**src/rtl/moving_sum_accum.sv**
```systemverilog
// -----------------------------------------------------------------------------
// moving_sum_accum
//
// Running-window accumulator placed after the sample delay line. Each input
// beat carries a pair {x_new, x_old}, where x_old is the same stream delayed by
// the window length. The block keeps S[n] = S[n-1] + x_new - x_old, which is
// the moving sum over the last len samples.
//
// Two-stage AXI-stream pipeline:
//   stage 1 (diff)       : d1 = x_new - x_old, WIDTH+1 bits, exact
//   stage 2 (accumulate) : acc = acc + sext(d1), wraps modulo 2^(WIDTH+MAX_LEN_LOG2)
//
// Ports:
//   clk       clock
//   reset     asynchronous, active-high reset
//   clear     synchronous clear: empties the pipeline and zeroes the sum
//   i_tdata   {x_new[2W-1:W], x_old[W-1:0]}, both signed
//   i_tlast   end of packet, carried alongside the data
//   i_tvalid  input valid
//   i_tready  input ready (combinational from o_tready through the ready terms)
//   o_tdata   signed moving sum S[n], WIDTH+MAX_LEN_LOG2 bits
//   o_tlast   tlast of the sample that produced S[n]
//   o_tvalid  output valid
//   o_tready  output ready
// -----------------------------------------------------------------------------
module moving_sum_accum #(
  parameter int WIDTH        = 16,
  parameter int MAX_LEN_LOG2 = 10
) (
  input  logic                          clk,
  input  logic                          reset,
  input  logic                          clear,
  input  logic [2*WIDTH-1:0]            i_tdata,
  input  logic                          i_tlast,
  input  logic                          i_tvalid,
  output logic                          i_tready,
  output logic [WIDTH+MAX_LEN_LOG2-1:0] o_tdata,
  output logic                          o_tlast,
  output logic                          o_tvalid,
  input  logic                          o_tready
);

  localparam int AW = WIDTH + MAX_LEN_LOG2;

  // Stage 1 registers
  logic signed [WIDTH:0]  d1_q, d1_d;
  logic                   t1_q, t1_d;
  logic                   v1_q, v1_d;

  // Stage 2 registers; the accumulator doubles as the output data register
  logic signed [AW-1:0]   acc_q, acc_d;
  logic                   o_tlast_q, o_tlast_d;
  logic                   o_tvalid_q, o_tvalid_d;

  logic signed [WIDTH-1:0] x_new;
  logic signed [WIDTH-1:0] x_old;
  logic                    s2_ready;
  logic                    s1_load;
  logic                    s2_load;

  assign x_new = i_tdata[2*WIDTH-1:WIDTH];
  assign x_old = i_tdata[WIDTH-1:0];

  // Ready chain: stage 2 can take a value when its output slot is empty or
  // being drained this cycle; stage 1 likewise relative to stage 2.
  assign s2_ready = ~o_tvalid_q | o_tready;
  assign i_tready = ~v1_q | s2_ready;
  assign s1_load  = i_tvalid & i_tready;
  assign s2_load  = v1_q & s2_ready;

  always_comb begin
    // NOTE: every signal assigned here gets a default first, so no path leaves
    // it unassigned and no latch is inferred.
    d1_d       = d1_q;
    t1_d       = t1_q;
    v1_d       = v1_q;
    acc_d      = acc_q;
    o_tlast_d  = o_tlast_q;
    o_tvalid_d = o_tvalid_q;

    if (clear) begin
      // Clear wins over both handshakes: any beat offered this cycle is dropped.
      v1_d       = 1'b0;
      acc_d      = '0;
      o_tlast_d  = 1'b0;
      o_tvalid_d = 1'b0;
    end else begin
      // Stage 1: the difference of two W-bit signed values needs W+1 bits.
      if (s1_load) begin
        d1_d = (WIDTH+1)'(x_new) - (WIDTH+1)'(x_old);
        t1_d = i_tlast;
        v1_d = 1'b1;
      end else if (s2_load) begin
        v1_d = 1'b0;
      end

      // Stage 2: a signed cast to AW bits sign-extends d1.
      if (s2_load) begin
        acc_d      = acc_q + AW'(d1_q);
        o_tlast_d  = t1_q;
        o_tvalid_d = 1'b1;
      end else if (o_tready) begin
        o_tvalid_d = 1'b0;
      end
    end
  end

  // NOTE: state registers use non-blocking assignments so every flop samples
  // its _d value from before the edge, independent of statement order.
  // NOTE: the datapath registers are reset along with the control bits; it is
  // cheap here and keeps o_tdata/o_tlast at zero out of reset.
  always_ff @(posedge clk or posedge reset) begin
    if (reset) begin
      d1_q       <= '0;
      t1_q       <= 1'b0;
      v1_q       <= 1'b0;
      acc_q      <= '0;
      o_tlast_q  <= 1'b0;
      o_tvalid_q <= 1'b0;
    end else begin
      d1_q       <= d1_d;
      t1_q       <= t1_d;
      v1_q       <= v1_d;
      acc_q      <= acc_d;
      o_tlast_q  <= o_tlast_d;
      o_tvalid_q <= o_tvalid_d;
    end
  end

  assign o_tdata  = acc_q;
  assign o_tlast  = o_tlast_q;
  assign o_tvalid = o_tvalid_q;

endmodule

```
**config.mk**
```make
export PLATFORM = sky130hd
export DESIGN_NAME = moving_sum_accum
export DESIGN_NICKNAME = d
export VERILOG_FILES = /design/src/rtl/moving_sum_accum.sv
export SDC_FILE = /design/constraint.sdc
export NUM_CORES = 1
export LEC_CHECK = 0
export ABC_AREA = 0
export ABC_CLOCK_PERIOD_IN_PS = 6020
export BUFFER_PORTS_ARGS = -buffer_cell sky130_fd_sc_hd__buf_2
export CAP_MARGIN = 20
export CORE_MARGIN = 3
export CORE_UTILIZATION = 60
export CTS_CLUSTER_DIAMETER = 120
export CTS_CLUSTER_SIZE = 30
export DETAILED_ROUTE_END_ITERATION = 6
export PLACE_DENSITY = 0.87
export SKIP_CTS_REPAIR_TIMING = 1
export SYNTH_ARGS = -nofsm -noshare
export SYNTH_HDL_FRONTEND = slang
export SYNTH_SLANG_ARGS = --single-unit
```
**constraint.sdc**
```tcl
create_clock -name clk -period 6.02 [get_ports clk]
set_input_delay 0.602 -clock clk [delete_from_list [all_inputs] [get_ports clk]]
set_output_delay 0.602 -clock clk [all_outputs]
set_load 0.005 [all_outputs]
```
### Word level (Yosys, flattened, before mapping)

Cells that the tools add are included.
Widths: inputs -> output; s select.

| word-level totals | value |
|---|---|
| register bits | 47 |
| input bits | 38 |

| cells by class | value |
|---|---|
| add/subtract/negate cells | 2 |
| mux-type cells | 10 |
| bitwise operators | 7 |
| reductions and logical operators | 4 |

Operator list:

| kind | count |
|---|---|
| $mux 26 | 2 |
| $add 26x17->26 | 1 |
| $sub 16x16->17 | 1 |
| $mux 1 | 8 |
| $reduce_bool 3->1 | 2 |
| $not 1->1 | 3 |
| $and 1x1->1 | 2 |
| $or 1x1->1 | 2 |
| $reduce_and 2->1 | 1 |
| $reduce_bool 2->1 | 1 |

### Depth between registers and ports, before layout

Gate-level depths: netlist (run 1).

| depth | value |
|---|---|
| word-level depth | 6 |
| gate-level depth with buffers | 10 |

### Worst setup path before layout (run 1)

OpenSTA, ideal clock, no wires.

| timing | value |
|---|---|
| kind | in2reg |
| start point | input port i_tdata[16] |
| end point | register d1_q[12] |
| arrival | 2.380 ns |
| slack | 3.558 ns |
| cell stages on the path | 10 |
| cell sequence | inv_1 -> ha_1 -> fa_1 -> nor2b_1 -> o21a_1 -> o21ai_2 -> a211oi_1 -> nor3_1 -> or3_1 -> a31oi_1 |

| on the way | value |
|---|---|
| longest elaborated chain between the ends | 1 |

Ends and longest elaborated chain:

| element | line | source |
|---|---|---|
| start: declaration | 33 | `input logic [2*WIDTH-1:0] i_tdata,` |
| $sub 16x16->17 | 90 | `d1_d = (WIDTH+1)'(x_new) - (WIDTH+1)'(x_old);` |
| end signal: assignment | 114 | `d1_q <= '0;` |
| end signal: assignment | 121 | `d1_q <= d1_d;` |
| end: declaration | 46 | `logic signed [WIDTH:0] d1_q, d1_d;` |

No other way between the ends.
A chain may end at the register's enable or synchronous reset.

### Final worst setup path (run 1)

| timing | value |
|---|---|
| start point | register d1_q[16] |
| end point | register acc_q[25] (netlist: o_tdata[25]) |

| on the way | value |
|---|---|
| longest elaborated chain between the ends | 3 |

Ends and longest elaborated chain:

| element | line | source |
|---|---|---|
| $add 26x17->26 | 99 | `acc_d = acc_q + AW'(d1_q);` |
| $mux 26 | 98 | `if (s2_load) begin` |
| $mux 26 | 81 | `if (clear) begin` |
| end signal: assignment | 117 | `acc_q <= '0;` |
| end signal: assignment | 124 | `acc_q <= acc_d;` |
| end: declaration | 51 | `logic signed [AW-1:0] acc_q, acc_d;` |

No other way between the ends. The select of a mux whose other input is x is not followed.

==> flow_summary.json, run 1 <==
{
  "vias": 3883,
  "htree_levels": 2,
  "critical_path_class": "flop to flop",
  "synth_adder_area_share_pct": 13.6,
  "slew_headroom_pct": 37.4,
  "initial_core_util_pct": 63.1,
  "fmax_ghz": 0.368,
  "utilization_pct": 70.1,
  "die_h_um": 88.4,
  "synthSimpleGateAreaFrac_pct": 20.9,
  "intPower_mw": 0.656,
  "synth_area_per_cell_um2": 8.20,
  "cts.sinks": 47,
  "synth_edf_count": 0,
  "synth.distinct_cells": 62,
  "p_switching_mw": 0.435,
  "synthFlopType": "dfrtp_1",
  "required_ns": 6.22,
  "pwr-share-comb_pct": 44.0,
  "skew_ns": 0.00866,
  "drv_slew": 0,
  "pwr-share-seq_pct": 37.0,
  "finalCritPeriodShare_pct": 45.1,
  "postSynthCellCount": 497,
  "port_buffers": 66,
  "cts.path.max_buffers": 2,
  "area_growth_pct": 11.1,
  "cp_max_fo": 13,
  "pwr-share-clk_pct": 19.0,
  "cp.arrival_ns": 2.92,
  "path_clk_slew_ns": 0.10,
  "startpoint_type": "flop",
  "synth-seq-area-share_pct": 28.9,
  "synth_nets": 578,
  "ys_seq_elements": 47,
  "route.detailed.drc": 0,
  "cts_tree": "built",
  "antenna_left": 0,
  "finalHoldViolCount": 0,
  "core_region_area_um2": 6460,
  "dp_hpwl_um": 7060,
  "synth_area_um2": 4080,
  "dr.pass1.iters": 5,
  "path_common_cell": "o211ai_1",
  "grt_start_max_net_pins": 48,
  "totalWireLength_um": 9400,
  "final_cell_area_um2": 4530,
  "synth_top_family_by_area": "compound AO/OA/AOI/OAI gates",
  "grt.total_usage_pct": 25.5,
  "cts-root-buf": "clkbuf_8",
  "rows": 29,
  "synth-xor-area-share_pct": 3.01,
  "setup_tns_ns": 0,
  "path_cells": "ha_1 -> a21oi_1 -> o211ai_1 -> a21o_1 -> o21ai_0 -> o311ai_1 -> o211ai_1 -> mux2_1",
  "synthMuxAreaShare_pct": 1.57,
  "p_sw_share_pct": 39.9,
  "dieWidth_um": 88.4,
  "antenna_found_initial": 0,
  "synth-async-reset-ratio_pct": 100,
  "cpLargestDelayFamily": "compound AO/OA/AOI/OAI gates",
  "dr.first_iter.drc_count": 274,
  "yosysWarnings": 0,
  "p_leak_nw": 2.20,
  "grt_pass1_vias": 3729,
  "synth_compound_area_share_pct": 26.7,
  "vias_per_cell": 6.15,
  "path_buf_inv": 0,
  "wl_per_cell_um": 14.9,
  "grt_first_pass_wirelength_um": 16200,
  "worst_pin_slew_ns": 0.938,
  "dpl-instance-area_um2": 4420,
  "overflow": 0,
  "ioPinCount": 67,
  "cts_buffers": 5,
  "worstSkewPairLatency_ns": 0.31,
  "hold_class": "input pin to asynchronous set/reset pin",
  "nNetsFinal": 634,
  "power.density_nw_per_um2": 241,
  "grt_setup_unrepaired": "false",
  "maxCapViolCount": 0,
  "critical_path.max_stage_delay_ns": 0.65,
  "setup_viol": 0,
  "end_kind": "flop",
  "num_antenna_cells": 0,
  "place_congestion": 0.876,
  "ir_worst_vdd_v": 0.000118,
  "dieArea_um2": 7820,
  "period_minus_slack_ns": 2.71,
  "status": "complete, no violations",
  "cpMaxStageDelayCell": "dfrtp_1",
  "drive_above_1_share_pct": 16.2
}
[power groups by stage]
stage               logic, mW  registers (mW)  clock network [mW]
global route            0.544           0.409               0.221
global placement        0.447           0.406                   0
floorplan               0.365           0.397                   0
CTS                     0.473           0.402               0.211
finish                  0.480           0.403               0.208
detailed placement      0.468           0.409                   0
[worst reg2reg max path, stage by stage (launching register included)]
cell and delay, ns:
dfrtp_1 0.65, ha_1 0.41, a21oi_1 0.29, o211ai_1 0.18
a21o_1 0.21, o21ai_0 0.25, o311ai_1 0.16, o211ai_1 0.13
mux2_1 0.34
[Yosys cell counts, types with 7 or more instances]
cell type	instances	share of area [%]
a21o_1	16	2.9
nor2b_1	8	1.2
clkbuf_1	11	1.0
a211oi_1	12	2.2
nand3b_1	9	1.7
nand3_1	12	1.5
and3_1	7	1.1
xnor2_1	10	2.1
a21oi_1	50	6.1
nand2_1	49	4.5
nand2b_1	10	1.5
o211ai_1	9	1.7
nor2_1	34	3.1
inv_1	32	2.9
dfrtp_1	47	29
ha_1	41	13
o21ai_0	32	3.9
o21a_1	9	1.7
nor3_1	15	1.8
[final timing paths]
| check | endpoint | from | slack (ns) | depth (start not counted) |
|---|---|---|---|---|
| max | o_tdata[25] | d1_q[16] | 3.31 | 8 |
| min | o_tdata[25] | reset | 0.49 | 2 |
| max reg2reg | o_tdata[25] | d1_q[16] | 3.31 | 8 |
| min reg2reg | d1_q[5] | d1_q[5] | 0.52 | 2 |
| max in group asynchronous | d1_q[10] | reset | 4.95 | 2 |
| min in group clk | t1_q | i_tlast | 0.49 | 3 |
[flip-flops by register name, summed over array words and instances (netlist names)]
signal,cells
o_tlast,1
o_tvalid,1
o_tdata,26
v1_q,1
d1_q,17
t1_q,1
[kinds of logic (layout without fill, tap and decap cells)]
| kind of cell | after synthesis | after routing |
|---|---|---|
| simple gates | 169 | 169 |
| compound gates | 166 | 166 |
| buf+inv | 52 | 109 |
| flops | 47 | 47 |
| fa+ha+maj | 43 | 43 |
| xor+xnor | 14 | 14 |
| mux | 6 | 6 |
[metal layers]
metal	vias to the layer above	track usage [%]	share of wire [%]
met5	-	0	0
met4	0	9.48	2.3
met3	22	3.54	5.6
met2	143	44.1	48
met1	1797	32.5	44
li1	1921	-	-
[layout by cell type (no fill, tap or decap), types with 10 or more instances in the layout]
cell type,Yosys,routed
buf_2,3,66
a21oi_1,50,50
nand2_1,49,49
dfrtp_1,47,47
ha_1,41,41
nor2_1,34,34
o21ai_0,32,32
inv_1,32,31
a21o_1,16,16
nor3_1,15,15
a211oi_1,12,12
nand3_1,12,12
nand2b_1,10,10
xnor2_1,10,10
[cell type report]
| cell class | instances | area [um^2] |
|---|---|---|
| multi-input cells | 398 | 2680 |
| inverters | 32 | 120 |
| clock buffers | 5 | 68.8 |
| repair buffers | 69 | 360 |
| fillers | 528 | 1930 |
| flip-flops and latches | 47 | 1180 |
| clock inverters | 3 | 27.5 |
| well taps | 77 | 96.3 |
[metrics by stage]
step | setup slack, ns | std cells | power, mW | hold WS (ns)
floorplan | 3.56 | 497 | 0.762 | 0.446
global placement | 3.34 | 622 | 0.853 | 0.474
detailed placement | 3.22 | 622 | 0.877 | 0.493
CTS | 3.35 | 630 | 1.09 | 0.478
global route | 3.12 | 631 | 1.17 | 0.510
finish | 3.31 | 631 | 1.09 | 0.485
(Power assumes the default switching activity.)
==> inputs of run 2 (changes only) <==
--- a/config.mk
+++ b/config.mk
@@ -5,16 +5,16 @@
 export SDC_FILE = /design/constraint.sdc
 export NUM_CORES = 1
 export LEC_CHECK = 0
-export ABC_AREA = 0
-export ABC_CLOCK_PERIOD_IN_PS = 6020
+export ABC_AREA = 1
+export ABC_CLOCK_PERIOD_IN_PS = 2300
 export BUFFER_PORTS_ARGS = -buffer_cell sky130_fd_sc_hd__buf_2
 export CAP_MARGIN = 20
 export CORE_MARGIN = 3
-export CORE_UTILIZATION = 60
+export CORE_UTILIZATION = 53
 export CTS_CLUSTER_DIAMETER = 120
 export CTS_CLUSTER_SIZE = 30
 export DETAILED_ROUTE_END_ITERATION = 6
-export PLACE_DENSITY = 0.87
+export PLACE_DENSITY = 0.81
 export SKIP_CTS_REPAIR_TIMING = 1
 export SYNTH_ARGS = -nofsm -noshare
 export SYNTH_HDL_FRONTEND = slang
==> constraint.sdc (replaced) <==
create_clock -name clk -period 2.3 [get_ports clk]
set_input_delay 0.23 -clock clk [delete_from_list [all_inputs] [get_ports clk]]
set_output_delay 0.23 -clock clk [all_outputs]
set_load 0.005 [all_outputs]
==> flow_summary.json, run 2 <==
{
  "path_depth": 13,
  "drive_above_1_share_pct": 11.5,
  "overflow": 0,
  "dp_hpwl_um": 9150,
  "dr.pass1.iters": 7,
  "ys_top_cells_by_count": "nand2_1 (280), inv_1 (126), nand3_1 (53)",
  "utilization_pct": 62.9,
  "wl_per_cell_um": 12.7,
  "synth_area_um2": 4430,
  "vias": 4579,
  "place_inst": 887,
  "ys_top_cells_by_area": "dfrtp_1 (27%), nand2_1 (24%), ha_1 (12%), inv_1 (11%), nand3_1 (6.0%)",
  "postLayoutSetupSlackWorst_ns": 0.180,
  "critical_path_class": "flop to flop",
  "synth-seq-area-share_pct": 26.6,
  "startpoint": "o_tdata[0]",
  "drv_slew": 0,
  "synth_area_leader_cell": "dfrtp_1",
  "core_region_area_um2": 7930,
  "power.density_nw_per_um2": 566,
  "startpoint_type": "flop",
  "synth_top_area_share_pct": 26.6,
  "htree_levels": 2,
  "initial_core_util_pct": 55.8,
  "cpLargestDelayFamily": "simple AND/OR/NAND/NOR gates",
  "path_buf_inv": 3,
  "vias_per_cell": 5.12,
  "synth_edf_count": 0,
  "end_kind": "flop",
  "antenna_found_initial": 0,
  "mostFrequentLayoutCell": "nand2_1",
  "yosysMostFrequentCell": "nand2_1",
  "cts_tree": "built",
  "setup_tns_ns": 0,
  "place_ws_ns": 0.0960,
  "reg2reg_depth": 13,
  "fmax_ghz": 0.472,
  "reg2reg_to": "o_tdata[22]",
  "nNetsFinal": 873,
  "cts.path.max_buffers": 2,
  "p_total_mw": 2.82,
  "period_minus_slack_ns": 2.12,
  "synth_nets": 803,
  "num_antenna_cells": 0,
  "grt_setup_unrepaired": "false",
  "die_h_um": 97.4,
  "rows": 32,
  "skew_ns": 0.0107,
  "cts.sinks": 47,
  "hold_class": "input pin to asynchronous set/reset pin",
  "finalHoldViolCount": 0,
  "violations": "design-rule violations",
  "p_leak_nw": 3.03,
  "route.detailed.drc": 1,
  "synth_area_per_cell_um2": 6.13,
  "dieArea_um2": 9480,
  "dieWidth_um": 97.4,
  "worstSkewPairLatency_ns": 0.31,
  "required_ns": 2.51,
  "cp_max_fo": 3,
  "cp.arrival_ns": 2.33,
  "layout_common_cells": "nand2_1 (279), inv_1 (125), buf_2 (66)",
  "ioPinCount": 67,
  "status": "complete, but fails checks",
  "dr.first_iter.drc_count": 177,
  "port_buffers": 66,
  "slew_headroom_pct": 58.7,
  "largest_reg_flops": 26,
  "antenna_left": 0,
  "maxCapViolCount": 0,
  "ys_seq_elements": 47,
  "finalNonFillerCells": 895,
  "synthFlopType": "dfrtp_1",
  "synth.distinct_cells": 34,
  "setup_viol": 0,
  "totalWireLength_um": 11400,
  "yosysWarnings": 0,
  "reg2reg_from": "o_tdata[0]",
  "place_congestion": 0.973,
  "grt_pass1_vias": 4401,
  "path_cells": "ha_1 -> inv_1 -> fa_1 -> inv_1 -> nand3_1 -> nor2_1 -> nor2_1 -> inv_1 -> nand2_1 -> nand3_1 -> nand2_1 -> nand3_1 -> nand2_1",
  "cpMaxStageDelayCell": "fa_1",
  "finalCritPeriodShare_pct": 92.2,
  "cts_buffers": 5,
  "reg2reg_setup_slack_ns": 0.18,
  "cts-root-buf": "clkbuf_8",
  "grt_first_pass_wirelength_um": 19500,
  "postSynthCellCount": 722,
  "grt_start_max_net_pins": 48,
  "critical_path.max_stage_delay_ns": 0.40,
  "path_clk_slew_ns": 0.10,
  "ir_worst_vdd_v": 0.000233,
  "synth-async-reset-ratio_pct": 100,
  "worst_pin_slew_ns": 0.620,
  "grt.total_usage_pct": 24.3,
  "area_growth_pct": 12.7
}
==> run 2: how the worst max path moves through the flow <==
stage | slack (ns) | to
floorplan | 0.49 | o_tdata[16]
global placement | 0.22 | o_tdata[24]
detailed placement | 0.1 | o_tdata[24]
CTS | 0.08 | o_tdata[24]
global route | 0.04 | o_tdata[24]
finish | 0.18 | o_tdata[22]
==> run 2: routing by layer <==
| metal | part of all wire (%) | global-route usage [%] | vias to the layer above |
|---|---|---|---|
| li1 | - | - | 2405 |
| met1 | 45 | 30.4 | 2037 |
| met2 | 48 | 42.9 | 116 |
| met3 | 5.3 | 3.23 | 21 |
| met4 | 2.4 | 8.09 | 0 |
| met5 | 0 | 0 | - |
==> run 2: kinds of logic after synthesis <==
group | count (synthesis) | share of synthesized area [%]
AOI/OAI and AO/OA | 80 | 9.95
xor gates and xnor gates | 6 | 1.19
and+or+nand+nor | 412 | 38.0
DFF | 47 | 26.6
adders and majority gates | 43 | 12.5
buffers and inverters | 134 | 11.8
==> run 2: report_power, final <==
part | internal [mW] | leakage, nW | switching (mW)
combinational | 0.416 | 2.36 | 0.741
sequential | 0.934 | 0.615 | 0.0999
clock | 0.324 | 0.0581 | 0.308
==> run 2: cell type report <==
class / instances / area (um^2)
tap: 102 / 128
sequential: 47 / 1180
multi-input combinational: 541 / 2740
fill: 777 / 2940
clock inverter: 3 / 43.8
clock buffer: 5 / 68.8
inverter: 127 / 477
timing repair buffer: 70 / 360
==> run 2: stage by stage <==
step                      area [um^2]  hold WS, ns
after floorplan                  4430        0.293
after global placement           4870        0.415
after detailed placement         4870        0.425
after CTS                        4980       0.0936
after global routing             4990        0.123
final                            4990       0.0702
==> run 2: worst min-delay path, stage by stage <==
cell and delay [ns]:
buf_2 0.10, inv_2 0.04, buf_4 0.50
==> inputs of run 3 (changes only) <==
--- a/config.mk
+++ b/config.mk
@@ -5,16 +5,15 @@
 export SDC_FILE = /design/constraint.sdc
 export NUM_CORES = 1
 export LEC_CHECK = 0
-export ABC_AREA = 1
 export ABC_CLOCK_PERIOD_IN_PS = 2300
 export BUFFER_PORTS_ARGS = -buffer_cell sky130_fd_sc_hd__buf_2
 export CAP_MARGIN = 20
 export CORE_MARGIN = 3
-export CORE_UTILIZATION = 53
+export CORE_UTILIZATION = 52
 export CTS_CLUSTER_DIAMETER = 120
 export CTS_CLUSTER_SIZE = 30
 export DETAILED_ROUTE_END_ITERATION = 6
-export PLACE_DENSITY = 0.81
+export PLACE_DENSITY = 0.8
 export SKIP_CTS_REPAIR_TIMING = 1
 export SYNTH_ARGS = -nofsm -noshare
 export SYNTH_HDL_FRONTEND = slang
==> flow_summary.json, run 3 (same netlist as run 1, synthesis figures left out) <==
{
  "status": "complete, but fails checks",
  "violations": "negative setup slack",
  "cts-root-buf": "clkbuf_8",
  "p_leak_nw": 2.49,
  "area_growth_pct": 26.8,
  "cpLargestDelayFamily": "compound AO/OA/AOI/OAI gates",
  "overflow": 0,
  "setup_viol": 6,
  "path_buf_inv": 1,
  "grtUsageMet1_pct": 29.7,
  "mostFrequentLayoutCell": "buf_2",
  "grt_start_max_net_pins": 39,
  "path_cells": "inv_1 -> fa_2 -> and2b_1 -> o31a_1 -> o2111ai_4 -> a21oi_4 -> o21bai_2 -> a21o_1 -> a32o_1",
  "grt.total_usage_pct": 24.7,
  "vias_per_cell": 5.79,
  "grt_pass1_vias": 4116,
  "dpl-instance-area_um2": 4920,
  "pwr-share-comb_pct": 51.0,
  "drv_slew": 0,
  "cp_max_fo": 4,
  "nNetsFinal": 695,
  "maxCapViolCount": 0,
  "power.density_nw_per_um2": 616,
  "largest_reg_flops": 26,
  "fin_hold_ws_ns": 0.0679,
  "startpoint_type": "flop",
  "place_ws_ns": -0.159,
  "p_sw_share_pct": 38.4,
  "ioPinCount": 67,
  "port_buffers": 66,
  "cp.arrival_ns": 2.58,
  "use_met3_pct": 3.43,
  "slew_headroom_pct": 47.3,
  "finalCritPeriodShare_pct": 104,
  "route.detailed.drc": 0,
  "finalHoldViolCount": 0,
  "core_region_area_um2": 7450,
  "intPower_mw": 1.96,
  "final_cell_area_um2": 5170,
  "place_congestion": 0.903,
  "rows": 31,
  "antenna_left": 0,
  "pwr-share-clk_pct": 15.6,
  "utilization_pct": 69.4,
  "dr.first_iter.drc_count": 210,
  "cts_tree": "built",
  "worst_pin_slew_ns": 0.790,
  "worstSkewPairLatency_ns": 0.30,
  "critical_path.max_stage_delay_ns": 0.44,
  "dr.pass1.iters": 4,
  "required_ns": 2.50,
  "p_switching_mw": 1.22,
  "initial_core_util_pct": 54.7,
  "dieArea_um2": 8940,
  "critical_path_class": "flop to flop",
  "cpMaxStageDelayCell": "dfrtp_1",
  "grt.busiest_layer": "met2",
  "dieWidth_um": 94.5,
  "die_h_um": 94.5,
  "antenna_found_initial": 0,
  "wl_per_cell_um": 15.2,
  "vias": 4131,
  "grt_first_pass_wirelength_um": 18000,
  "period_minus_slack_ns": 2.38,
  "layout_common_cells": "buf_2 (66), buf_4 (64), nand2_1 (49), a21oi_1 (49), dfrtp_1 (46)",
  "cts.path.max_buffers": 2,
  "htree_levels": 2,
  "cts.sinks": 47,
  "ir_worst_vdd_v": 0.000293,
  "fmax_ghz": 0.420,
  "path_clk_slew_ns": 0.09,
  "cts_buffers": 5,
  "hold_class": "input pin to asynchronous set/reset pin",
  "postLayoutSetupSlackWorst_ns": -0.0807,
  "setup_tns_ns": -0.297,
  "dp_hpwl_um": 8370,
  "pwr-share-seq_pct": 33.4,
  "drive_above_1_share_pct": 28.6,
  "num_antenna_cells": 0,
  "skew_ns": 0.00350,
  "end_kind": "flop",
  "use_met2_pct": 44.7,
  "grt_setup_unrepaired": "true",
  "totalWireLength_um": 10900
}
-- run 3: cell types whose count changed in the layout (fill, tap and decap cells not counted), sizes merged, moves of 15 or more --
| cell | before | now |
|---|---|---|
| a21o | 1 | 16 |
| nand2 | 280 | 49 |
| nand3 | 53 | 12 |
| nor2 | 59 | 34 |
| inv | 126 | 32 |
| buf | 70 | 130 |
-- run 3: per-stage QoR --
| stage | cells | power (mW) |
|---|---|---|
| finish | 714 | 3.18 |
| detailed placement | 700 | 2.58 |
| global placement | 700 | 2.50 |
| floorplan | 497 | 2.04 |
| global route | 714 | 3.41 |
| CTS | 708 | 3.08 |
-- run 3: power by group through the flow --
stage | clock network, mW | logic, mW | registers, mW
6_report | 0.498 | 1.62 | 1.06
5_1_grt | 0.535 | 1.80 | 1.08
2_1_floorplan | 0 | 0.987 | 1.05
4_1_cts | 0.510 | 1.52 | 1.05
3_3_place_gp | 0 | 1.44 | 1.06
3_5_place_dp | 0 | 1.51 | 1.07
-- run 3: area by class of cell --
| cell class | count | area (um^2) |
|---|---|---|
| clock buffers | 6 | 72.6 |
| clock inverters | 2 | 12.5 |
| fillers | 615 | 2280 |
| inverters | 32 | 120 |
| multi-input cells | 398 | 2850 |
| flip-flops and latches | 47 | 1180 |
| well taps | 99 | 124 |
| repair buffers | 130 | 811 |
-- run 3: worst paths after layout --
kind	from	to	slack, ns	depth (start not counted)
setup / recovery	o_tdata[1]	o_tdata[24]	-0.08	9
hold / removal	reset	d1_q[1]	0.07	2
setup reg to reg	o_tdata[1]	o_tdata[24]	-0.08	9
hold reg to reg	d1_q[11]	d1_q[11]	0.50	2
max in group asynchronous	reset	o_tdata[22]	1.61	3
min in group clk	i_tlast	t1_q	0.13	3
-- run 3: per-layer routing --
metal	vias up	share of wire [%]
li1	2033	-
met1	1952	44
met2	129	50
met3	17	5.2
met4	0	1.6
met5	-	0
